## config.mk

```make
export PLATFORM = sky130hd
export DESIGN_NAME = edge_event_counter
export DESIGN_NICKNAME = d
export VERILOG_FILES = /design/src/rtl/edge_event_counter.sv
export SDC_FILE = /design/constraint.sdc
export NUM_CORES = 1
export LEC_CHECK = 0
export BUFFER_PORTS_ARGS = -buffer_cell sky130_fd_sc_hd__buf_2
export CORE_MARGIN = 4
export CORE_UTILIZATION = 50
export CTS_CLUSTER_SIZE = 20
export DETAILED_ROUTE_END_ITERATION = 12
export HOLD_SLACK_MARGIN = 0.12
export PLACE_DENSITY = 0.75
export SYNTH_ARGS = -nofsm -noshare
export SYNTH_HDL_FRONTEND = slang
export SYNTH_SLANG_ARGS = --single-unit
```

## constraint.sdc

```tcl
create_clock -name clk -period 5.2 [get_ports clk]
set_clock_uncertainty 0.1 [all_clocks]
set_input_delay 0.52 -clock clk [delete_from_list [all_inputs] [get_ports clk]]
set_output_delay 0.52 -clock clk [all_outputs]
set_load 0.05 [all_outputs]
```

## src/rtl/edge_event_counter.sv

```systemverilog
// Rising-edge window counter: syncs async i, counts rises over WINDOW-cycle windows, reports each count.
// Latency: level follows i after 2 cycles (+FILTER_LEN with EDGE_FILTER_EN); count valid 1 cycle after window end.
// Backpressure: count held until count_ready; a window closing while stalled is dropped and sets sticky overrun.
//
// Optional feature macro: EDGE_FILTER_EN (glitch filter requiring FILTER_LEN equal samples).
// Ports:
//   clk, rst_n        clock (rising edge), asynchronous active-low reset
//   i                 asynchronous input level
//   enable            1 = measure, 0 = idle (partial window discarded)
//   count_ready       consumer accepts count this cycle
//   count             rising-edge count of last closed window
//   count_valid       count/overflow valid, held until count_ready
//   overflow          counter saturated during the reported window
//   overrun           sticky: a closed window was dropped while stalled
//   level             synchronised (and filtered) level of i
module edge_event_counter #(
  parameter int COUNT_W    = 8,
  parameter int WINDOW     = 16,
  parameter int FILTER_LEN = 3
) (
  input  logic               clk,
  input  logic               rst_n,
  input  logic               i,
  input  logic               enable,
  input  logic               count_ready,
  output logic [COUNT_W-1:0] count,
  output logic               count_valid,
  output logic               overflow,
  output logic               overrun,
  output logic               level
);

  localparam int                 TIMER_W    = $clog2(WINDOW);
  localparam logic [TIMER_W-1:0] TIMER_LAST = TIMER_W'(WINDOW - 1);
  localparam logic [COUNT_W-1:0] CNT_MAX    = '1;

  if (WINDOW < 2) begin : g_window_chk
    $error("edge_event_counter: WINDOW must be >= 2");
  end
  if (FILTER_LEN < 1) begin : g_filter_chk
    $error("edge_event_counter: FILTER_LEN must be >= 1");
  end

  // ---------------------------------------------------------------------------
  // Two-flop synchroniser
  // ---------------------------------------------------------------------------
  logic sync1_q, sync2_q;
  logic level_w;

  always_ff @(posedge clk or negedge rst_n) begin
    if (!rst_n) begin
      sync1_q <= 1'b0;
      sync2_q <= 1'b0;
    end else begin
      sync1_q <= i;
      sync2_q <= sync1_q;
    end
  end

`ifdef EDGE_FILTER_EN
  // Level flips only once the synchronised input has disagreed with it for
  // FILTER_LEN consecutive cycles; any agreeing sample restarts the run.
  localparam int                FCNT_W    = $clog2(FILTER_LEN + 1);
  localparam logic [FCNT_W-1:0] FCNT_LAST = FCNT_W'(FILTER_LEN - 1);

  logic [FCNT_W-1:0] fcnt_q, fcnt_d;
  logic              flt_q, flt_d;

  always_comb begin
    fcnt_d = '0;
    flt_d  = flt_q;
    if (sync2_q != flt_q) begin
      if (fcnt_q == FCNT_LAST) begin
        flt_d = sync2_q;
      end else begin
        fcnt_d = fcnt_q + 1'b1;
      end
    end
  end

  always_ff @(posedge clk or negedge rst_n) begin
    if (!rst_n) begin
      fcnt_q <= '0;
      flt_q  <= 1'b0;
    end else begin
      fcnt_q <= fcnt_d;
      flt_q  <= flt_d;
    end
  end

  assign level_w = flt_q;
`else
  assign level_w = sync2_q;
`endif

  // ---------------------------------------------------------------------------
  // Control FSM
  // ---------------------------------------------------------------------------
  typedef enum logic [1:0] {
    ST_IDLE = 2'd0,
    ST_ARM  = 2'd1,
    ST_RUN  = 2'd2
  } state_e;

  state_e state_q, state_d;

  always_comb begin
    state_d = state_q;
    if (!enable) begin
      state_d = ST_IDLE;
    end else begin
      case (state_q)
        ST_IDLE: state_d = ST_ARM;
        ST_ARM:  state_d = ST_RUN;
        ST_RUN:  state_d = ST_RUN;
        default: state_d = ST_IDLE;
      endcase
    end
  end

  // ---------------------------------------------------------------------------
  // Window datapath
  // ---------------------------------------------------------------------------
  logic [TIMER_W-1:0] timer_q, timer_d;
  logic [COUNT_W-1:0] cnt_q, cnt_d;
  logic               wovf_q, wovf_d;
  logic               prev_q, prev_d;

  logic               run, terminal, rise, cnt_at_max;
  logic [COUNT_W-1:0] snap_cnt;
  logic               snap_ovf;

  logic [COUNT_W-1:0] count_q, count_d;
  logic               valid_q, valid_d;
  logic               ovf_q, ovf_d;
  logic               ovr_q, ovr_d;

  always_comb begin
    run        = (state_q == ST_RUN) && enable;
    terminal   = run && (timer_q == TIMER_LAST);
    // prev tracks level every cycle, so the ARM cycle primes it and a level
    // already high at enable is never seen as an edge.
    rise       = (state_q == ST_RUN) && level_w && !prev_q;
    cnt_at_max = (cnt_q == CNT_MAX);
    snap_cnt   = (rise && !cnt_at_max) ? cnt_q + 1'b1 : cnt_q;
    snap_ovf   = wovf_q || (rise && cnt_at_max);

    timer_d = '0;
    cnt_d   = '0;
    wovf_d  = 1'b0;
    prev_d  = level_w;
    if (run) begin
      timer_d = terminal ? '0 : timer_q + 1'b1;
      // At the terminal cycle the running values are handed to the snapshot
      // and the window state restarts from zero.
      if (!terminal) begin
        cnt_d  = snap_cnt;
        wovf_d = snap_ovf;
      end
    end
  end

  // Output register: a transfer frees the slot; a closing window reuses it in
  // the same cycle, otherwise the snapshot is dropped and overrun is flagged.
  always_comb begin
    count_d = count_q;
    valid_d = valid_q;
    ovf_d   = ovf_q;
    ovr_d   = ovr_q;
    if (valid_q && count_ready) begin
      valid_d = 1'b0;
      ovr_d   = 1'b0;
    end
    if (terminal) begin
      if (!valid_q || count_ready) begin
        valid_d = 1'b1;
        count_d = snap_cnt;
        ovf_d   = snap_ovf;
      end else begin
        ovr_d   = 1'b1;
      end
    end
  end

  always_ff @(posedge clk or negedge rst_n) begin
    if (!rst_n) begin
      state_q <= ST_IDLE;
      timer_q <= '0;
      cnt_q   <= '0;
      wovf_q  <= 1'b0;
      prev_q  <= 1'b0;
      count_q <= '0;
      valid_q <= 1'b0;
      ovf_q   <= 1'b0;
      ovr_q   <= 1'b0;
    end else begin
      state_q <= state_d;
      timer_q <= timer_d;
      cnt_q   <= cnt_d;
      wovf_q  <= wovf_d;
      prev_q  <= prev_d;
      count_q <= count_d;
      valid_q <= valid_d;
      ovf_q   <= ovf_d;
      ovr_q   <= ovr_d;
    end
  end

  assign count       = count_q;
  assign count_valid = valid_q;
  assign overflow    = ovf_q;
  assign overrun     = ovr_q;
  assign level       = level_w;

endmodule

```

# == Word-level counts from Yosys, hierarchy flattened ==
# Index checks and enable logic that the tools add are counted.
# classes
div,0
n_shift,0
order_cmp,0
mux,15
n_eq_ne,4
addsub,2
multipliers,0
n_bitwise,0
reduce_logical,15
# ops
op,count
2-to-1 mux 8 bit,3
"adder 8 x 1 -> 8 bit, second input constant",1
"== test 8 bit, second input constant",1
2-to-1 mux 1 bit,8
2-to-1 mux 4 bit,2
logical AND 1 bit,7
"adder 4 x 1 -> 4 bit, second input constant",1
"== test 4 bit, second input constant",1
case mux 2 bit (2 select lines),1
zero test 1 bit,3
"== test 2 x 1 -> 1 bit, second input constant",1
"== test 2 bit, second input constant",1
zero test 2 bit,1
logical OR 1 bit,2
2-to-1 mux 2 bit,1
AND reduction 2 bit,1
OR reduction 2 bit,1
# totals
register_bits,29
n_memories,0
ram_bits,0
latch_bits,0
rom_bits,0

# == Longest topological paths before layout ==
# Gate-level depths: netlist of run 1.
# logic_depth
ltp_word,7
depth_mapped,7

# == Worst setup path before layout of run 1 ==
# Ideal clock, no wire load.
# synth_path
kind,flip-flop to flip-flop
startpoint,"register sync2_q, in the netlist level"
endpoint,"register count_q[3], in the netlist count[3]"
setup_time_ps,69
arrival_ps,1609
setup_slack_ps,3422
path_stages_with_launch,6
n_path_buf,1
cell_sequence,dfrtp_1 -> and3b_1 -> buf_2 -> nand2_1 -> or4b_1 -> nand3_1
# synth_via
elab_chain_len,4
# synth_rtl
item,line_no,rtl
from (decl),47,"logic sync1_q, sync2_q;"
from (signal assigned),56,sync2_q <= sync1_q;
logical AND 1 bit (2 in series),143,rise = (state_q == ST_RUN) && level_w && !prev_q;
logical AND 1 bit,145,snap_cnt = (rise && !cnt_at_max) ? cnt_q + 1'b1 : cnt_q;
2-to-1 mux 8 bit,145,
to (signal assigned),202,count_q <= count_d;
to (decl),133,"logic [COUNT_W-1:0] count_q, count_d;"
# Every way passes these cells.
# A chain may end at the register's enable or synchronous reset.

# == Worst setup path in the final report of run 1 ==
# layout_path
startpoint,register state_q[0]
endpoint,"register count_q[3], in the netlist count[3]"
# layout_via
elab_chain_len,5
# layout_rtl
item,line_no,rtl
from (decl),105,"state_e state_q, state_d;"
from (signal assigned),197,state_q <= state_d;
== test 2 bit *,"139, 143",
logical AND 1 bit (2 in series),143,
logical AND 1 bit,145,
2-to-1 mux 8 bit,145,
# Every way passes the cells marked *; elsewhere a longest branch is shown, timed or not.

==> impl_metrics.yaml, run 1 <==
logic_synthesis:
  ys.flop_type: "dfrtp_1"
  synth_top_area_share_pct: 58.2
  netlist_instances: 114
  synthArstFlopShare_pct: 100
  synth.most_common_cell: "dfrtp_1"
  syn_nets: 123
  synth_edf_count: 0
  ys_warn_count: 0
  netlist_top_cells_area: "dfrtp_1, nor2_1, a21oi_1"
  synth_cell_types: 30
  netlist_top_cells_count: "dfrtp_1, nor2_1, a21oi_1"
  synth_seq_area_share_pct: 58.2
  yosysTopAreaCell: "dfrtp_1"
  synth_seq_cells: 29
  netlist_area_sq_um: 1250
  avgSynthCellArea_sq_um: 10.9
layout:
  fillCellCount: 189
  fin_area_sq_um: 1440
  layout-drive-gt1-share_pct: 19.9
  nNetsFinal: 144
  n_antenna_cell: 0
  fin_cells: 164
  multi_input_area_sq_um: 488
  seqCellArea_sq_um: 726
  area_growth_pct: 15.7
clocking:
  htree_num_levels: 2
  tritoncts: "built"
  cts_root_buf: "clkbuf_4"
  clock-sinks: 29
  numCtsBuffers: 5
  post_cts_buffers: 0
  clk_pin_slew_worst_paths_ns: 0.10
  cts_resized: 0
  clockBufferDepth: 2
  clk_latency_ns: 0.33
pwr:
  p_leak_nw: 0.710
  p_total_mw: 0.439
  p_per_area_nw_per_um2: 305
  worst_ir_drop_vdd_uv: 234
routing:
  ant_nets: 0
  drc_errors: 0
  wl_per_cell_um: 12.8
  drtPass1Iterations: 4
  viasPerCell: 5.46
  via_count: 895
  routed_wirelength_um: 2110
  drtIter0Drc: 36
timing:
  timing_hold_violations_final: 0
  worst_pin_slew_ns: 0.628
  period_share_pct: 40.0
  setup_viol_count_final: 0
  rsz0062_at_grt: "no"
  fin_ws_ns: 3.12
  fmax_mhz: 481
  slew_viol_final: 0
  slew_headroom_pct: 58.0
  fin_crit_ns: 2.08
  finalSetupTns_ns: 0
grt:
  grt_start_max_net_pins: 30
  grt_pass1_vias: 893
  grt_pass1_wl_um: 3730
  overflow: 0
  track_usage_pct: 15.1
  antenna_found_initial: 0
worst_setup_path:
  start_kind: "flip-flop"
  worstSetupPathType: "flip-flop to flip-flop"
  cp.arrival_ns: 2.25
  crit_fanout: 17
  endpoint_kind: "flip-flop"
  slowest_delay_ns: 0.58
  crit_chain: "inv_1 > ha_1 > nand2_1 > nor3_4 > or4b_1 > nand3_1"
  crit_slowest_cell: "nor3_4"
  required_ns: 5.37
die:
  die_area_sq_um: 3360
  initial_core_util_pct: 54.2
  die_x_um: 57.9
  io_pins: 17
  core_sq_um: 2300
  rows: 17
  die_h_um: 57.9
placed_design:
  placed_area_sq_um: 1350
  globalplace.congestion: 0.844
  hpwlAfterDp_um: 1530
  numPortBuffers: 16
  post-place-ws_ns: 3.12
  dp_cells: 155
run_status:
  status: "finished, final reports clean"
job:
  cap_violations: 0
hold_path:
  hold_path_class: "primary input to flip-flop"
[report_power, final]
group / internal [mW] / total (mW) / switching (mW)
clock: 0.102 / 0.184 / 0.0819
combinational: 0.00719 / 0.0230 / 0.0158
sequential: 0.230 / 0.232 / 0.00217
total: 0.339 / 0.439 / 0.0999
[layer usage]
metal  up-vias  GRT usage [%]  share of wire [%]
met4         0           9.27                2.7
met1       433           17.8                 46
met5         -              0                  0
met3         6           6.24                5.6
li1        435              -                  -
met2        21           22.9                 46
[through the flow]
stage	util [%]	hold WS, ns
4_1_cts	62.7	0.169
3_5_place_dp	58.7	0.240
3_3_place_gp	58.7	0.235
5_1_grt	62.7	0.158
6_report	62.7	0.193
2_1_floorplan	-	0.124
[kinds of logic after synthesis]
family                   after synthesis  synth area share (%)
AO/OA/AOI/OAI                         18                  8.54
adder cells (fa/ha/maj)                4                  4.02
flip-flops                            29                  58.2
multiplexers                           5                  4.02
buffers and inverters                  8                  2.61
AND/OR/NAND/NOR                       46                  19.8
XOR/XNOR                               4                  2.81
[what timing repair did]
action / in CTS / in global routing
endpoints found under the hold margin: 29 / 0
hold buffers: 1 / 0
setup endpoints to repair: 0 / 0
[layout by cell type, fill, tap and decap left out, types with 3 or more instances in the layout]
master,instances
dfrtp_1,29
nor2_1,18
buf_2,16
a21oi_1,10
inv_1,5
nand2_1,5
nand3_1,5
mux2i_1,5
clkbuf_4,5
ha_1,4
and3_1,3
and2_1,3
xor2_1,3
[worst max-delay path: cells and delay by family, from the launching register on]
family	cells	cell delay [ns]
DFF	1	0.37
buffers and inverters	1	0.08
adders and majority gates	1	0.20
and+or+nand+nor	4	1.29
[final timing paths]
kind,end,slack (ns),depth (start not counted),start
hold reg to reg,level,0.26,0,sync1_q
setup reg to reg,count[3],3.12,6,state_q[0]
hold / removal,sync1_q,0.19,1,i
min in group asynchronous,overrun,0.63,2,rst_n
max in group asynchronous,count[0],3.96,2,rst_n
setup / recovery,count[3],3.12,6,state_q[0]
[area by class of cell]
cell class | instances | share of cell area, %
Multi-Input combinational cell | 77 | 33.9
Sequential cell | 29 | 50.3
Timing Repair Buffer | 17 | 6.25
Inverter | 5 | 1.30
Clock buffer | 5 | 2.60
Tap cell | 28 | 2.43
Clock inverter | 3 | 3.21
[flip-flops by register name (all words and copies together) (netlist names), 2 cells and up]
signal,flops
state_q,2
cnt_q,8
timer_q,4
count,8
(Power assumes the default switching activity.)
==> inputs of run 2 (changes only) <==
--- a/config.mk
+++ b/config.mk
@@ -7,11 +7,11 @@
 export LEC_CHECK = 0
 export BUFFER_PORTS_ARGS = -buffer_cell sky130_fd_sc_hd__buf_2
 export CORE_MARGIN = 4
-export CORE_UTILIZATION = 50
+export CORE_UTILIZATION = 49
 export CTS_CLUSTER_SIZE = 20
 export DETAILED_ROUTE_END_ITERATION = 12
 export HOLD_SLACK_MARGIN = 0.12
-export PLACE_DENSITY = 0.75
+export PLACE_DENSITY = 0.76
 export SYNTH_ARGS = -nofsm -noshare
 export SYNTH_HDL_FRONTEND = slang
 export SYNTH_SLANG_ARGS = --single-unit
==> constraint.sdc (replaced) <==
create_clock -name clk -period 1.83 [get_ports clk]
set_clock_uncertainty 0.1 [all_clocks]
set_input_delay 0.183 -clock clk [delete_from_list [all_inputs] [get_ports clk]]
set_output_delay 0.183 -clock clk [all_outputs]
set_load 0.05 [all_outputs]
==> run 2 against run 1 <==
Fmax rose by 20%; power rose to 2.7 times the previous value; register-to-register slack got worse by 3.0 ns; critical path type unchanged; critical endpoint unchanged; highest routed layer unchanged.
==> impl_metrics.yaml, run 2 (synthesis gave the netlist of run 1 again) <==
clocking:
  cts_root_buf: "clkbuf_4"
  post_cts_buffers: 0
  tritoncts: "built"
  clockBufferDepth: 2
  htree_num_levels: 2
  clk_pin_slew_worst_paths_ns: 0.08
  clk_latency_ns: 0.32
  numCtsBuffers: 5
  clock-sinks: 29
job:
  cap_violations: 0
routing:
  routed_wirelength_um: 2330
  drtPass1Iterations: 4
  wl_met3_um: 105
  met1_length_um: 1010
  drtIter0Drc: 24
  top_layer: "met4"
  via_count: 898
  drc_errors: 0
  wl_per_cell_um: 13.6
  wl_met2_um: 1160
  viasPerCell: 5.25
  ant_nets: 0
die:
  die_h_um: 58.4
  die_area_sq_um: 3410
  die_x_um: 58.4
  core_sq_um: 2450
  initial_core_util_pct: 50.8
  rows: 18
  io_pins: 17
timing:
  period_share_pct: 94.3
  timing_hold_violations_final: 0
  rsz0062_at_grt: "no"
  slew_viol_final: 0
  fmax_mhz: 580
  finalSetupTns_ns: 0
  worst_pin_slew_ns: 0.630
  slew_headroom_pct: 58.0
  setup_viol_count_final: 0
  fin_crit_ns: 1.73
grt:
  grt_pass1_wl_um: 4060
  grt_start_max_net_pins: 30
  overflow: 0
  antenna_found_initial: 0
  track_usage_pct: 16.0
  grt_pass1_vias: 923
pwr:
  p_leak_nw: 0.733
  p_total_mw: 1.17
  p_per_area_nw_per_um2: 788
  worst_ir_drop_vdd_uv: 557
run_status:
  status: "finished, final reports clean"
worst_setup_path:
  crit_chain: "inv_1 > ha_2 > and3b_2 > nand2_2 > or4b_1 > nand3_1"
  cp-startpoint: "state_q[0]"
  required_ns: 1.99
  r2r-start: "state_q[0]"
  cp.arrival_ns: 1.88
  r2r_slack_ns: 0.10
  crit_fanout: 6
  r2r_cells: 6
  cpLargestDelayFamily: "simple AND/OR/NAND/NOR gates"
  r2r-end: "count[3]"
  worstSetupPathType: "flip-flop to flip-flop"
  crit_slowest_cell: "or4b_1"
  cp.buffers_inverters: 1
  slowest_delay_ns: 0.47
  endpoint_kind: "flip-flop"
  start_kind: "flip-flop"
placed_design:
  numPortBuffers: 16
  hpwlAfterDp_um: 1610
  globalplace.congestion: 0.840
layout:
  nNetsFinal: 149
  layout.cells.most_common: "dfrtp_1"
  area_growth_pct: 19.2
  final_cell_mix: "dfrtp_1, nor2_1, buf_2"
  fillCellCount: 217
  n_antenna_cell: 0
  layout-drive-gt1-share_pct: 23.4
hold_path:
  min_to: "level"
  hold_depth: 0
  hold_start: "sync1_q"
  hold_path_class: "flip-flop to flip-flop"
==> run 2: worst reg2reg max path, delay by kind of cell, from the launching register on <==
kind,cells,cell delay [ns]
and+or+nand+nor,4,0.92
DFF,1,0.37
adders and majority gates,1,0.20
buffers and inverters,1,0.08
==> run 2: how the worst max path moves through the flow <==
stage / end / slack [ns] / depth (start not counted)
2_1_floorplan: count[3] / 0.05 / 5
3_3_place_gp: count[3] / 0.12 / 6
5_1_grt: count[3] / 0.01 / 6
3_5_place_dp: count[3] / 0.02 / 6
4_1_cts: count[3] / 0.01 / 6
6_report: count[3] / 0.10 / 6
==> run 2: metrics by stage <==
step | utilization (%) | setup slack [ns] | cells | area, sq um | hold WS, ns
finish | 60.5 | 0.104 | 171 | 1490 | 0.256
global route | 60.5 | 0.00996 | 171 | 1490 | 0.273
CTS | 60.1 | 0.0122 | 171 | 1480 | 0.260
detailed placement | 55.6 | 0.0239 | 159 | 1370 | 0.145
global placement | 55.6 | 0.121 | 159 | 1370 | 0.126
floorplan | - | 0.0518 | 114 | 1250 | -0.213
==> run 2: power breakdown <==
part           internal [mW]  leakage (nW)  switching, mW
Sequential             0.654         0.386        0.00664
Clock                  0.222        0.0413          0.214
Combinational         0.0264         0.306         0.0463
Total                  0.903         0.733          0.267
==> run 2: area by class of cell <==
type	count	area, sq um	share of cell area (%)
flip-flops and latches	29	726	48.9
multi-input cells	77	498	33.5
repair buffers	22	135	9.10
clock buffers	7	65.1	4.38
well taps	30	37.5	2.53
inverters	5	18.8	1.26
clock inverters	1	5.00	0.337
==> run 2: per-layer routing <==
layer,global-route usage [%],vias up
met4,8.94,0
met1,19.6,433
li1,-,441
met2,25.5,17
met3,4.17,7
met5,0,-
==> run 2: what timing repair did <==
action | 4_1_cts | 5_1_grt
hold endpoints to repair | 35 | 0
endpoints found under the setup margin | 0 | 11
hold buffers | 4 | 0
gates resized for setup | 0 | 5
==> inputs of run 3 (changes only) <==
--- a/config.mk
+++ b/config.mk
@@ -7,11 +7,11 @@
 export LEC_CHECK = 0
 export BUFFER_PORTS_ARGS = -buffer_cell sky130_fd_sc_hd__buf_2
 export CORE_MARGIN = 4
-export CORE_UTILIZATION = 49
+export CORE_UTILIZATION = 35
 export CTS_CLUSTER_SIZE = 20
 export DETAILED_ROUTE_END_ITERATION = 12
 export HOLD_SLACK_MARGIN = 0.12
-export PLACE_DENSITY = 0.76
+export PLACE_DENSITY = 0.59
 export SYNTH_ARGS = -nofsm -noshare
 export SYNTH_HDL_FRONTEND = slang
 export SYNTH_SLANG_ARGS = --single-unit
==> run 3 against run 2 <==
Register-to-register slack hardly changed; clock-buffer cell count stayed put; largest cell class unchanged; routed wire length is 5.4% lower; sequential share of layout area is 0.37 points lower; design area is 0.76% higher; hold slack worse by 0.00078 ns; largest power group unchanged; critical path type unchanged; sequential power hardly changed.
==> impl_metrics.yaml, run 3 (synthesis gave the netlist of run 1 again) <==
run_status:
  status: "finished, final reports clean"
grt:
  track_usage_pct: 11.9
  antenna_found_initial: 0
  overflow: 0
  grt_pass1_vias: 873
  grt_pass1_wl_um: 3880
  grt_start_max_net_pins: 30
timing:
  fin_crit_ns: 1.73
  setup_viol_count_final: 0
  worst_pin_slew_ns: 0.629
  fin_ws_ns: 0.0989
  timing_hold_violations_final: 0
  fmax_mhz: 578
  period_share_pct: 94.6
  slew_headroom_pct: 58.1
  slew_viol_final: 0
worst_setup_path:
  cpLargestDelayFamily: "simple AND/OR/NAND/NOR gates"
  worstSetupPathType: "flip-flop to flip-flop"
  endpoint_kind: "flip-flop"
  crit_chain: "inv_1 > ha_4 > and3b_2 > nand2_2 > or4b_1 > nand3_1"
  r2r_slack_ns: 0.1
  crit_slowest_cell: "or4b_1"
  cp.arrival_ns: 1.88
  slowest_delay_ns: 0.47
  cp.buffers_inverters: 1
  start_kind: "flip-flop"
  crit_fanout: 8
  required_ns: 1.98
die:
  initial_core_util_pct: 36.8
  die_area_sq_um: 4580
  rows: 21
  die_x_um: 67.7
  die_h_um: 67.7
  core_sq_um: 3390
  io_pins: 17
clocking:
  tritoncts: "built"
  numCtsBuffers: 5
  clk_pin_slew_worst_paths_ns: 0.08
  htree_num_levels: 2
  clk_latency_ns: 0.31
  clockBufferDepth: 2
  cts_root_buf: "clkbuf_4"
  clock-sinks: 29
layout:
  layout.cells.most_common: "dfrtp_1"
  final_cell_mix: "dfrtp_1, nor2_1, buf_2"
  fillCellCount: 345
  nNetsFinal: 149
  utilization_pct: 44.1
  layout-drive-gt1-share_pct: 21.4
  area_growth_pct: 20.1
  n_antenna_cell: 0
routing:
  drtPass1Iterations: 4
  ant_nets: 0
  drc_errors: 0
  wl_per_cell_um: 11.8
  routed_wirelength_um: 2200
  drtIter0Drc: 37
  via_count: 868
  viasPerCell: 4.67
job:
  cap_violations: 0
placed_design:
  hpwlAfterDp_um: 1510
  globalplace.congestion: 0.762
  post-place-ws_ns: 0.00172
  numPortBuffers: 16
pwr:
  worst_ir_drop_vdd_uv: 376
  p_per_area_nw_per_um2: 744
  p_leak_nw: 0.723
hold_path:
  hold_path_class: "flip-flop to flip-flop"
[run 3: cell types whose count changed in the layout (fill, tap and decap cells not counted)]
cell	delta
clkinv_2	-1
mux2i_2	-1
clkbuf_1	+1
ha_2	-1
ha_4	+1
o21ai_0	+1
mux2i_1	+1
clkbuf_8	-1
o21ai_1	-1
[run 3: metal layers]
layer  vias up  global-route usage, %  wire [um]
met5         -                      0          0
met4         0                   5.32         19
met3         2                   6.49        142
met2        21                   16.2        970
met1       400                   15.3       1070
li1        445                      -          -
[run 3: worst paths after layout]
kind	depth (start not counted)	endpoint	start
min in group asynchronous	2	count[7]	rst_n
max in group asynchronous	2	cnt_q[7]	rst_n
setup reg to reg	6	count[3]	state_q[0]
hold / removal	0	level	sync1_q
setup / recovery	6	count[3]	state_q[0]
hold reg to reg	0	level	sync1_q
[run 3: area by class of cell]
| type | count | area [sq um] | share of cell area (%) |
|---|---|---|---|
| Tap cell | 46 | 57.6 | 3.85 |
| Clock buffer | 7 | 55.1 | 3.68 |
| Sequential cell | 29 | 726 | 48.5 |
| Inverter | 5 | 18.8 | 1.25 |
| Multi-Input combinational cell | 77 | 504 | 33.7 |
| Timing Repair Buffer | 22 | 135 | 9.03 |
[run 3: through the flow]
| step | TNS, ns | cell area (sq um) | total power, mW | cells | hold WS, ns |
|---|---|---|---|---|---|
| 2_1_floorplan | 0 | 1250 | 0.710 | 114 | -0.213 |
| 3_3_place_gp | 0 | 1390 | 0.736 | 175 | 0.134 |
| 3_5_place_dp | 0 | 1390 | 0.739 | 175 | 0.145 |
| 4_1_cts | 0 | 1480 | 1.13 | 186 | 0.260 |
| 5_1_grt | -0.00128 | 1500 | 1.19 | 186 | 0.284 |
| 6_report | 0 | 1500 | 1.11 | 186 | 0.255 |
[run 3: repair_timing]
| item | CTS | global route |
|---|---|---|
| setup buffers | 0 | 0 |
| setup endpoints to repair | 2 | 5 |
| hold endpoints to repair | 34 | 0 |
| gates resized for setup | 1 | 3 |
| hold buffers | 4 | 0 |
| pin swaps | 0 | 2 |
[run 3: where the power goes]
part / internal (mW) / switching, mW / total, mW / leakage [nW]
Combinational: 0.0272 / 0.0481 / 0.0752 / 0.306
Clock: 0.181 / 0.193 / 0.374 / 0.0314
Sequential: 0.654 / 0.00924 / 0.663 / 0.386
